`src/rtl/oversampler_vote_if.sv`:
```
// Bundle of the oversampler's data-path signals between the RX bit counter/FSM
// side (master) and the majority-vote sampler (slave).
interface oversampler_vote_if #(
    parameter int PRESCALE_W = 6
);
    logic                  Enable;
    logic [PRESCALE_W-1:0] Prescale;
    logic [PRESCALE_W-1:0] EdgeCounter;
    logic                  SData;
    logic                  SampledBit;
    logic                  SampledValid;
    logic                  NoiseFlag;
    logic                  ConfigError;

    modport master (
        output Enable, Prescale, EdgeCounter, SData,
        input  SampledBit, SampledValid, NoiseFlag, ConfigError
    );

    modport slave (
        input  Enable, Prescale, EdgeCounter, SData,
        output SampledBit, SampledValid, NoiseFlag, ConfigError
    );
endinterface

```
`src/rtl/oversampler_vote.sv`:
```
// Majority-vote UART RX oversampler: synchronises the line, collects NUM_SAMPLES
// samples centred in each bit period and emits the voted bit with a noise flag.
module oversampler_vote #(
    parameter int PRESCALE_W  = 6,
    parameter int NUM_SAMPLES = 3,
    parameter int SYNC_STAGES = 2
) (
    input  logic                CLK,
    input  logic                RST,
    oversampler_vote_if.slave   bus
);
    localparam int H  = (NUM_SAMPLES - 1) / 2;
    localparam int CW = $clog2(NUM_SAMPLES + 1);
    localparam int GW = PRESCALE_W + 1;
    localparam logic [GW-1:0] H_G   = GW'(H);
    localparam logic [CW-1:0] N_C   = CW'(NUM_SAMPLES);
    localparam logic [CW-1:0] H_C   = CW'(H);
    localparam logic [CW-1:0] ONE_C = CW'(1);

    function automatic logic [CW-1:0] popcount(input logic [NUM_SAMPLES-1:0] vec);
        logic [CW-1:0] acc;
        acc = {CW{1'b0}};
        for (int i = 0; i < NUM_SAMPLES; i++) begin
            acc = acc + CW'(vec[i]);
        end
        return acc;
    endfunction

    logic sd_s;

    generate
        if (SYNC_STAGES == 0) begin : g_nosync
            assign sd_s = bus.SData;
        end else begin : g_sync
            logic [SYNC_STAGES-1:0] sync_r;

            // Input synchroniser; idles high like the serial line
            always_ff @(posedge CLK) begin
                if (RST) begin
                    sync_r <= {SYNC_STAGES{1'b1}};
                end else begin
                    sync_r[0] <= bus.SData;
                    for (int i = 1; i < SYNC_STAGES; i++) begin
                        sync_r[i] <= sync_r[i-1];
                    end
                end
            end

            assign sd_s = sync_r[SYNC_STAGES-1];
        end
    endgenerate

    logic [GW-1:0]          pres_s;
    logic [GW-1:0]          ec_s;
    logic [GW-1:0]          c_s;
    logic [GW-1:0]          l_s;
    logic [GW-1:0]          u_s;
    logic [GW-1:0]          v_s;
    logic                   cfg_err_s;
    logic                   in_win_s;
    logic                   at_vote_s;
    logic [CW-1:0]          ones_s;

    logic [NUM_SAMPLES-1:0] samp_r;
    logic [CW-1:0]          cnt_r;
    logic                   bit_r;
    logic                   valid_r;
    logic                   noise_r;

    // Window geometry from the live Prescale; one extra bit keeps bounds from wrapping
    always_comb begin
        pres_s    = {1'b0, bus.Prescale};
        ec_s      = {1'b0, bus.EdgeCounter};
        c_s       = pres_s >> 1;
        l_s       = c_s - H_G;
        u_s       = c_s + H_G;
        v_s       = u_s + GW'(1);
        // V > Prescale-1 written as V+1 > Prescale so Prescale=0 cannot underflow
        cfg_err_s = (c_s < (H_G + GW'(1))) || ((v_s + GW'(1)) > pres_s);
        in_win_s  = bus.Enable && !cfg_err_s && (ec_s >= l_s) && (ec_s <= u_s);
        at_vote_s = bus.Enable && !cfg_err_s && (ec_s == v_s);
        ones_s    = popcount(samp_r);
    end

    // Sample collection, vote and registered outputs
    always_ff @(posedge CLK) begin
        if (RST) begin
            samp_r  <= {NUM_SAMPLES{1'b0}};
            cnt_r   <= {CW{1'b0}};
            bit_r   <= 1'b0;
            valid_r <= 1'b0;
            noise_r <= 1'b0;
        end else begin
            valid_r <= 1'b0;
            if (!bus.Enable || cfg_err_s) begin
                cnt_r <= {CW{1'b0}};
            end else if (in_win_s) begin
                samp_r <= {samp_r[NUM_SAMPLES-2:0], sd_s};
                if (ec_s == l_s) begin
                    cnt_r <= ONE_C;
                end else if (cnt_r == N_C) begin
                    cnt_r <= cnt_r;
                end else begin
                    cnt_r <= cnt_r + ONE_C;
                end
            end else if (at_vote_s) begin
                // A window that did not start at L is discarded without a strobe
                cnt_r <= {CW{1'b0}};
                if (cnt_r == N_C) begin
                    bit_r   <= (ones_s > H_C);
                    noise_r <= (ones_s != {CW{1'b0}}) && (ones_s != N_C);
                    valid_r <= 1'b1;
                end else begin
                    valid_r <= 1'b0;
                end
            end else begin
                cnt_r <= cnt_r;
            end
        end
    end

    assign bus.SampledBit   = bit_r;
    assign bus.SampledValid = valid_r;
    assign bus.NoiseFlag    = noise_r;
    assign bus.ConfigError  = cfg_err_s;

endmodule
```
`src/flat_wrapper.sv`:
```
// flat-port wrapper written by rule: the top's interface ports become plain ports
module oversampler_vote_flat 
#(
    parameter int PRESCALE_W  = 6,
    parameter int NUM_SAMPLES = 3,
    parameter int SYNC_STAGES = 2
)
  (CLK, RST, bus_Enable, bus_Prescale, bus_EdgeCounter, bus_SData, bus_SampledBit, bus_SampledValid, bus_NoiseFlag, bus_ConfigError);
  oversampler_vote_if #(.PRESCALE_W(PRESCALE_W)) bus_i ();
  input  logic CLK;
  input  logic RST;
  input wire logic [$bits(bus_i.Enable)-1:0] bus_Enable;
  input wire logic [$bits(bus_i.Prescale)-1:0] bus_Prescale;
  input wire logic [$bits(bus_i.EdgeCounter)-1:0] bus_EdgeCounter;
  input wire logic [$bits(bus_i.SData)-1:0] bus_SData;
  output wire logic [$bits(bus_i.SampledBit)-1:0] bus_SampledBit;
  output wire logic [$bits(bus_i.SampledValid)-1:0] bus_SampledValid;
  output wire logic [$bits(bus_i.NoiseFlag)-1:0] bus_NoiseFlag;
  output wire logic [$bits(bus_i.ConfigError)-1:0] bus_ConfigError;
  assign bus_i.Enable = bus_Enable;
  assign bus_i.Prescale = bus_Prescale;
  assign bus_i.EdgeCounter = bus_EdgeCounter;
  assign bus_i.SData = bus_SData;
  assign bus_SampledBit = bus_i.SampledBit;
  assign bus_SampledValid = bus_i.SampledValid;
  assign bus_NoiseFlag = bus_i.NoiseFlag;
  assign bus_ConfigError = bus_i.ConfigError;
  oversampler_vote #(.PRESCALE_W(PRESCALE_W), .NUM_SAMPLES(NUM_SAMPLES), .SYNC_STAGES(SYNC_STAGES)) u_core (.CLK(CLK), .RST(RST), .bus(bus_i));
endmodule
```
`config.mk`:
```
export PLATFORM = sky130hd
export DESIGN_NAME = oversampler_vote_flat
export DESIGN_NICKNAME = d
export VERILOG_FILES = /design/src/rtl/oversampler_vote_if.sv /design/src/rtl/oversampler_vote.sv /design/src/flat_wrapper.sv
export SDC_FILE = /design/constraint.sdc
export NUM_CORES = 1
export LEC_CHECK = 0
export BUFFER_PORTS_ARGS = -buffer_cell sky130_fd_sc_hd__buf_2
export CORE_MARGIN = 2
export CORE_UTILIZATION = 52
export CTS_BUF_LIST = sky130_fd_sc_hd__clkbuf_8 sky130_fd_sc_hd__clkbuf_16
export DETAILED_ROUTE_END_ITERATION = 12
export HOLD_SLACK_MARGIN = 0.03
export PLACE_DENSITY = 0.77
export SKIP_CTS_REPAIR_TIMING = 1
export SLEW_MARGIN = 20
export SYNTH_ARGS = -nofsm -noshare
export SYNTH_HDL_FRONTEND = slang
export SYNTH_SLANG_ARGS = --single-unit
```
`constraint.sdc`:
```
create_clock -name CLK -period 4.99 [get_ports CLK]
set_clock_uncertainty 0.2 [all_clocks]
set_input_delay 1.2475 -clock CLK [delete_from_list [all_inputs] [get_ports CLK]]
set_output_delay 1.2475 -clock CLK [all_outputs]
set_load 0.03 [all_outputs]
```
==> impl_metrics.toml, run 1 <==
[drt]
via_count = 1286
dr.first_iter.drc_count = 24
dr.pass1.iters = 4
drc_errors = 0
routed_wl_um = 3460
ant_nets = 0
wl_per_cell_um = 14.9
vias_per_cell = 5.52

[finish]
area_delta_synth_final_pct = 41.1
utilization_pct = 77.2
antennaDiodeCount = 0
drive_above_1_share_pct = 42.4
design_area_sq_um = 1910
nets = 244

[logic_synthesis]
netlist-cell-type-count = 51
async_flop_share_pct = 0
synthFlopType = "dfxtp_1"
syn_avg_cell_area_sq_um = 8.75
seq_area_frac_synth_pct = 14.8
yosysMostFrequentCell = "ha_1"
syn_area_sq_um = 1360
ys_warn_count = 0
synth_edf_count = 0
synth_area_leaders = "ha_1 20%, dfxtp_1 15%, xnor2_1 9.0%"
syn_nets = 194
synth_common_cells = "22 x ha_1, 14 x xnor2_1, 10 x dfxtp_1, 10 x inv_1"
syn_inst = 155
post-synth-top-area-cell = "ha_1"
synth_top_area_share_pct = 20.3
ys_ff_latch = 10

[cts]
clockBufferDepth = 2
cts_made_buffers = 3
cts.htree.levels = 1
clock_sink_count = 10
worst_skew_pair.late_latency_ns = 0.23
path_clk_slew_ns = 0.04
cts_tree = "built"
cts_root_buffer = "clkbuf_8"

[worst_setup_path]
r2r_cells = 3
crit_path_top_delay_cell = "or3_4"
crit_path_start_kind = "input pin"
critPathMaxFanout = 6
cpPeakStageDelay_ns = 0.34
cp_top_family = "simple AND/OR/NAND/NOR gates"
critPathKind = "in2out"
critPathBufInv = 2
crit_arrival_ns = 3.62
cp_num_cells = 13
cp_cell_sequence = "buf_12 > ha_4 > xnor2_2 > xnor2_1 > and3_2 > nand2_1 > or3_4 > o221ai_2 > ha_1 > a21oi_2 > and4bb_2 > nor2_4 > buf_6"
end_kind = "output pin"
critical_path_required_ns = 3.54

[global_route]
grt_overflow = 0
grt_usage_pct = 21.4
grt_pass1_wl_um = 4720
antenna_found_initial = 0
grt_pass1_vias = 1140
grt_max_degree = 11

[place]
place_ws_ns = -0.382
dpl_cell_area_sq_um = 1650
io_buffers = 19
globalplace.congestion = 0.870
hpwl_um = 2540

[die]
die_y_um = 55.1
coreArea_sq_um = 2480
start_util_pct = 54.7
design.die.area_sq_um = 3030
io_pins = 20
rows = 18
die-width_um = 55.1

[timing]
drv_slew = 0
finalSetupViolCount = 1
rsz0062_at_grt = "true"
setup_tns_ns = -0.0732
fin_ws_ns = -0.0732
min_period_over_period_pct = 101
slew_headroom_pct = 63.3
fmax_mhz = 198
fin_crit_ns = 5.06
hold_viol = 0
tightest_slew_ns = 0.546

[hold_path]
hold_path_class = "reg2reg"
hold_depth = 1

[power_and_ir_drop]
powerDensity_nw_per_um2 = 188
leakage_nw = 0.846
ir_drop_mv = 0.241

[run]
max_cap_viol_count = 0

[status]
outcome = "finished, violations left"
failed_checks = "setup timing"
[power breakdown]
part / total [W] / internal (W) / leakage (nW) / switching, W
clock network: 0.0000793 / 0.0000524 / 0.0216 / 0.0000269
registers: 0.0000836 / 0.0000822 / 0.0812 / 0.00000137
logic: 0.000197 / 0.0000976 / 0.743 / 0.0000991
[cell usage in the layout (no fill, tap or decap), types with 2 or more instances in the layout]
cell	netlist	layout
o21ai_0	4	3
o21ai_1	3	2
xnor2_1	14	13
or3_1	2	2
ha_4	0	3
mux2i_1	3	3
xnor2_2	1	2
nand3b_1	3	3
nor2b_1	2	2
nor2_1	7	6
nor3_1	2	2
buf_2	2	16
inv_1	10	8
or2_2	4	4
dfxtp_1	10	10
a21oi_1	9	7
a21oi_2	0	2
nand2_1	9	9
buf_12	0	2
xor2_1	3	3
inv_4	0	2
o21ai_2	0	2
nand3_1	9	7
ha_1	22	19
clkbuf_8	0	3
buf_6	2	2
buf_4	0	28
[final cells by class]
class / count / area [sq um]
timing repair buffer: 49 / 368
tap: 30 / 37.5
multi-input combinational: 131 / 1220
sequential: 10 / 200
clock buffer: 3 / 41.3
inverter: 10 / 42.5
fill: 166 / 564
[state kept, by name, indices dropped and copies added, names as in the netlist]
name	flops
u_core.bus.SampledBit	1
u_core.cnt_r	2
u_core.bus.SampledValid	1
u_core.samp_r	3
u_core.bus.NoiseFlag	1
u_core.g_sync.sync_r	2
[final timing paths]
| check | from | endpoint | slack (ns) |
|---|---|---|---|
| hold reg to reg | u_core.g_sync.sync_r[0] | u_core.g_sync.sync_r[1] | 0.21 |
| setup reg to reg | u_core.samp_r[0] | u_core.bus.NoiseFlag | 3.46 |
| setup / recovery | bus_Prescale[2] | bus_ConfigError | -0.07 |
| hold / removal | u_core.g_sync.sync_r[0] | u_core.g_sync.sync_r[1] | 0.21 |
[cell families (layout without fill, tap and decap cells)]
group	after synthesis	count (layout)	share of synthesized area (%)
simple gates	57	57	26.6
xor+xnor	20	20	15.9
buf+inv	14	62	5.17
compound gates	28	28	13.7
mux	3	3	2.21
flops	10	10	14.8
fa+ha+maj	23	23	21.8
[per-layer routing]
metal / GRT usage, % / part of all wire [%] / vias up
met5: 0 / 0 / -
met4: 3.66 / 1.8 / 0
met3: 2.96 / 2.8 / 6
met2: 44.0 / 55 / 27
met1: 22.7 / 40 / 593
li1: - / - / 660
[per-stage QoR]
stage	total power, W	cells	hold WS, ns
after global placement	0.000243	225	0.195
after floorplan	0.000198	155	0.189
after CTS	0.000328	228	0.215
final	0.000360	233	0.211
after detailed placement	0.000249	225	0.205
after global routing	0.000381	233	0.234
[worst register-to-register path, stage by stage (launching register included)]
cell	delay, ns
dfxtp_1	0.33
fa_1	0.50
xnor2_1	0.14
a311oi_1	0.27
Power figures use the tool's default switching activity.
==> run 2: changes to the inputs <==
Settings changed: CORE_UTILIZATION 52 to 53, CTS_BUF_LIST sky130_fd_sc_hd__clkbuf_8 sky130_fd_sc_hd__clkbuf_16 to sky130_fd_sc_hd__clkbuf_8, PLACE_DENSITY 0.77 to 0.78, SLEW_MARGIN 20 to unset.
==> run 2 against run 1 <==
  * The flow still finishes with violations (setup timing)
  * First-iteration DRC count is 29% lower
  * Register-to-register slack improved by 0.02 ns
  * Hold slack better by 0.025 ns
  * Final cell count unchanged
  * Die area fell by 1.8%
  * Setup slack worse by 0.081 ns
  * Clock power increased by 4.3%
  * Non-clock buffer count is the same
  * Power rose by 3.5%
  * Count of clock-buffer cells in the layout unchanged
  * Critical path depth grew 1
==> impl_metrics.toml, run 2 (synthesis results as in run 1) <==
[hold_path]
hold_path_class = "reg2reg"
hold_start = "u_core.g_sync.sync_r[0]"
hold_depth = 1

[finish]
antennaDiodeCount = 0
fill_cells = 146
drive_above_1_share_pct = 43.8
final_common_cell = "buf_4"
regMostFlops = "u_core.samp_r"
area_delta_synth_final_pct = 40.3
final_cell_mix = "29 x buf_4, 19 x ha_1, 16 x buf_2, 10 x xnor2_1, 10 x dfxtp_1"
largest_registers = "u_core.samp_r (3), u_core.cnt_r (2), u_core.g_sync.sync_r (2)"
utilization_pct = 77.5
largest_register_ffs = 3
nets = 244

[cts]
worst_skew_pair.late_latency_ns = 0.23
cts_made_buffers = 3
clock_sink_count = 10
clockBufferDepth = 2
path_clk_slew_ns = 0.05
cts.htree.levels = 1
cts_root_buffer = "clkbuf_8"
cts_tree = "built"

[drt]
highest_layer = "met4"
dr.first_iter.drc_count = 17
wl_met1_um = 1510
routed_wl_um = 3970
ant_nets = 0
dr_wl_met3_um = 171
dr.pass1.iters = 4
drc_errors = 0
vias_per_cell = 5.84
wl_met2_um = 2160
via_count = 1361
wl_per_cell_um = 17.1

[power_and_ir_drop]
leakage_nw = 0.854
powerDensity_nw_per_um2 = 196
power_w = 0.000372
ir_drop_mv = 0.237

[timing]
finalSetupViolCount = 1
drv_slew = 0
tightest_slew_ns = 0.542
hold_viol = 0
rsz0062_at_grt = "true"
fmax_mhz = 194
fin_ws_ns = -0.154
whs_ns = 0.236
min_period_over_period_pct = 103
fin_crit_ns = 5.14
slew_headroom_pct = 63.5

[worst_setup_path]
r2r_cells = 3
critPathKind = "in2out"
r2r-start = "u_core.samp_r[0]"
critical_path_required_ns = 3.54
critPathMaxFanout = 5
crit_path_start_kind = "input pin"
crit_arrival_ns = 3.70
end_kind = "output pin"
crit_start = "bus_Prescale[1]"
r2r_slack_ns = 3.48

[global_route]
grt_pass1_vias = 1245
antenna_found_initial = 0
grt_max_degree = 11
grt_overflow = 0
grt_usage_pct = 23.1
grt_pass1_wl_um = 5040

[place]
hpwl_um = 2690
place_ws_ns = -0.310
globalplace.congestion = 0.889
io_buffers = 19

[die]
io_pins = 20
design.die.area_sq_um = 2980
die_y_um = 54.6
rows = 18
die-width_um = 54.6
coreArea_sq_um = 2450
start_util_pct = 55.2

[status]
failed_checks = "setup timing"
outcome = "finished, violations left"

[run]
max_cap_viol_count = 0
[run 2: cell counts in the layout (fill, tap and decap cells not counted)]
Identical to the previous run, type by type.
[run 2: layout make-up]
cell class | instances | area, sq um | share of cell area (%)
clock buffers | 3 | 41.3 | 2.17
multi-input cells | 131 | 1220 | 64.0
inverters | 10 | 45.0 | 2.37
well taps | 30 | 37.5 | 1.97
flip-flops and latches | 10 | 200 | 10.5
repair buffers | 49 | 360 | 18.9
[run 2: report_power, final]
| group | total, W | switching [W] | internal [W] |
|---|---|---|---|
| Sequential | 0.0000837 | 0.00000149 | 0.0000822 |
| Combinational | 0.000206 | 0.000104 | 0.000101 |
| Clock | 0.0000827 | 0.0000301 | 0.0000527 |
| Total | 0.000372 | 0.000136 | 0.000236 |
[run 2: worst max-delay path, cell delays in order]
cell and delay [ns]:
buf_12 0.10, inv_6 0.04, ha_4 0.28, nand4bb_1 0.16
and3_4 0.24, xnor2_2 0.20, nand3_2 0.13, xnor2_2 0.16
ha_1 0.33, a21o_1 0.19, a21oi_2 0.17, and4bb_2 0.29
nor2_4 0.04, buf_6 0.13
[run 2: per-layer routing]
| metal | vias up | global-route usage, % |
|---|---|---|
| li1 | 661 | - |
| met1 | 642 | 24.8 |
| met2 | 43 | 45.2 |
| met3 | 15 | 4.92 |
| met4 | 0 | 5.00 |
| met5 | - | 0 |
[run 2: worst paths after layout]
path,to
setup reg to reg,u_core.bus.NoiseFlag
setup / recovery,bus_ConfigError
hold / removal,u_core.g_sync.sync_r[1]
hold reg to reg,u_core.g_sync.sync_r[1]
[run 2: stage by stage]
| stage | area [sq um] | cells | TNS [ns] |
|---|---|---|---|
| floorplan | 1360 | 155 | 0 |
| global placement | 1660 | 226 | -0.193 |
| detailed placement | 1660 | 226 | -0.310 |
| CTS | 1700 | 229 | -0.326 |
| global route | 1900 | 233 | -0.228 |
| finish | 1900 | 233 | -0.154 |
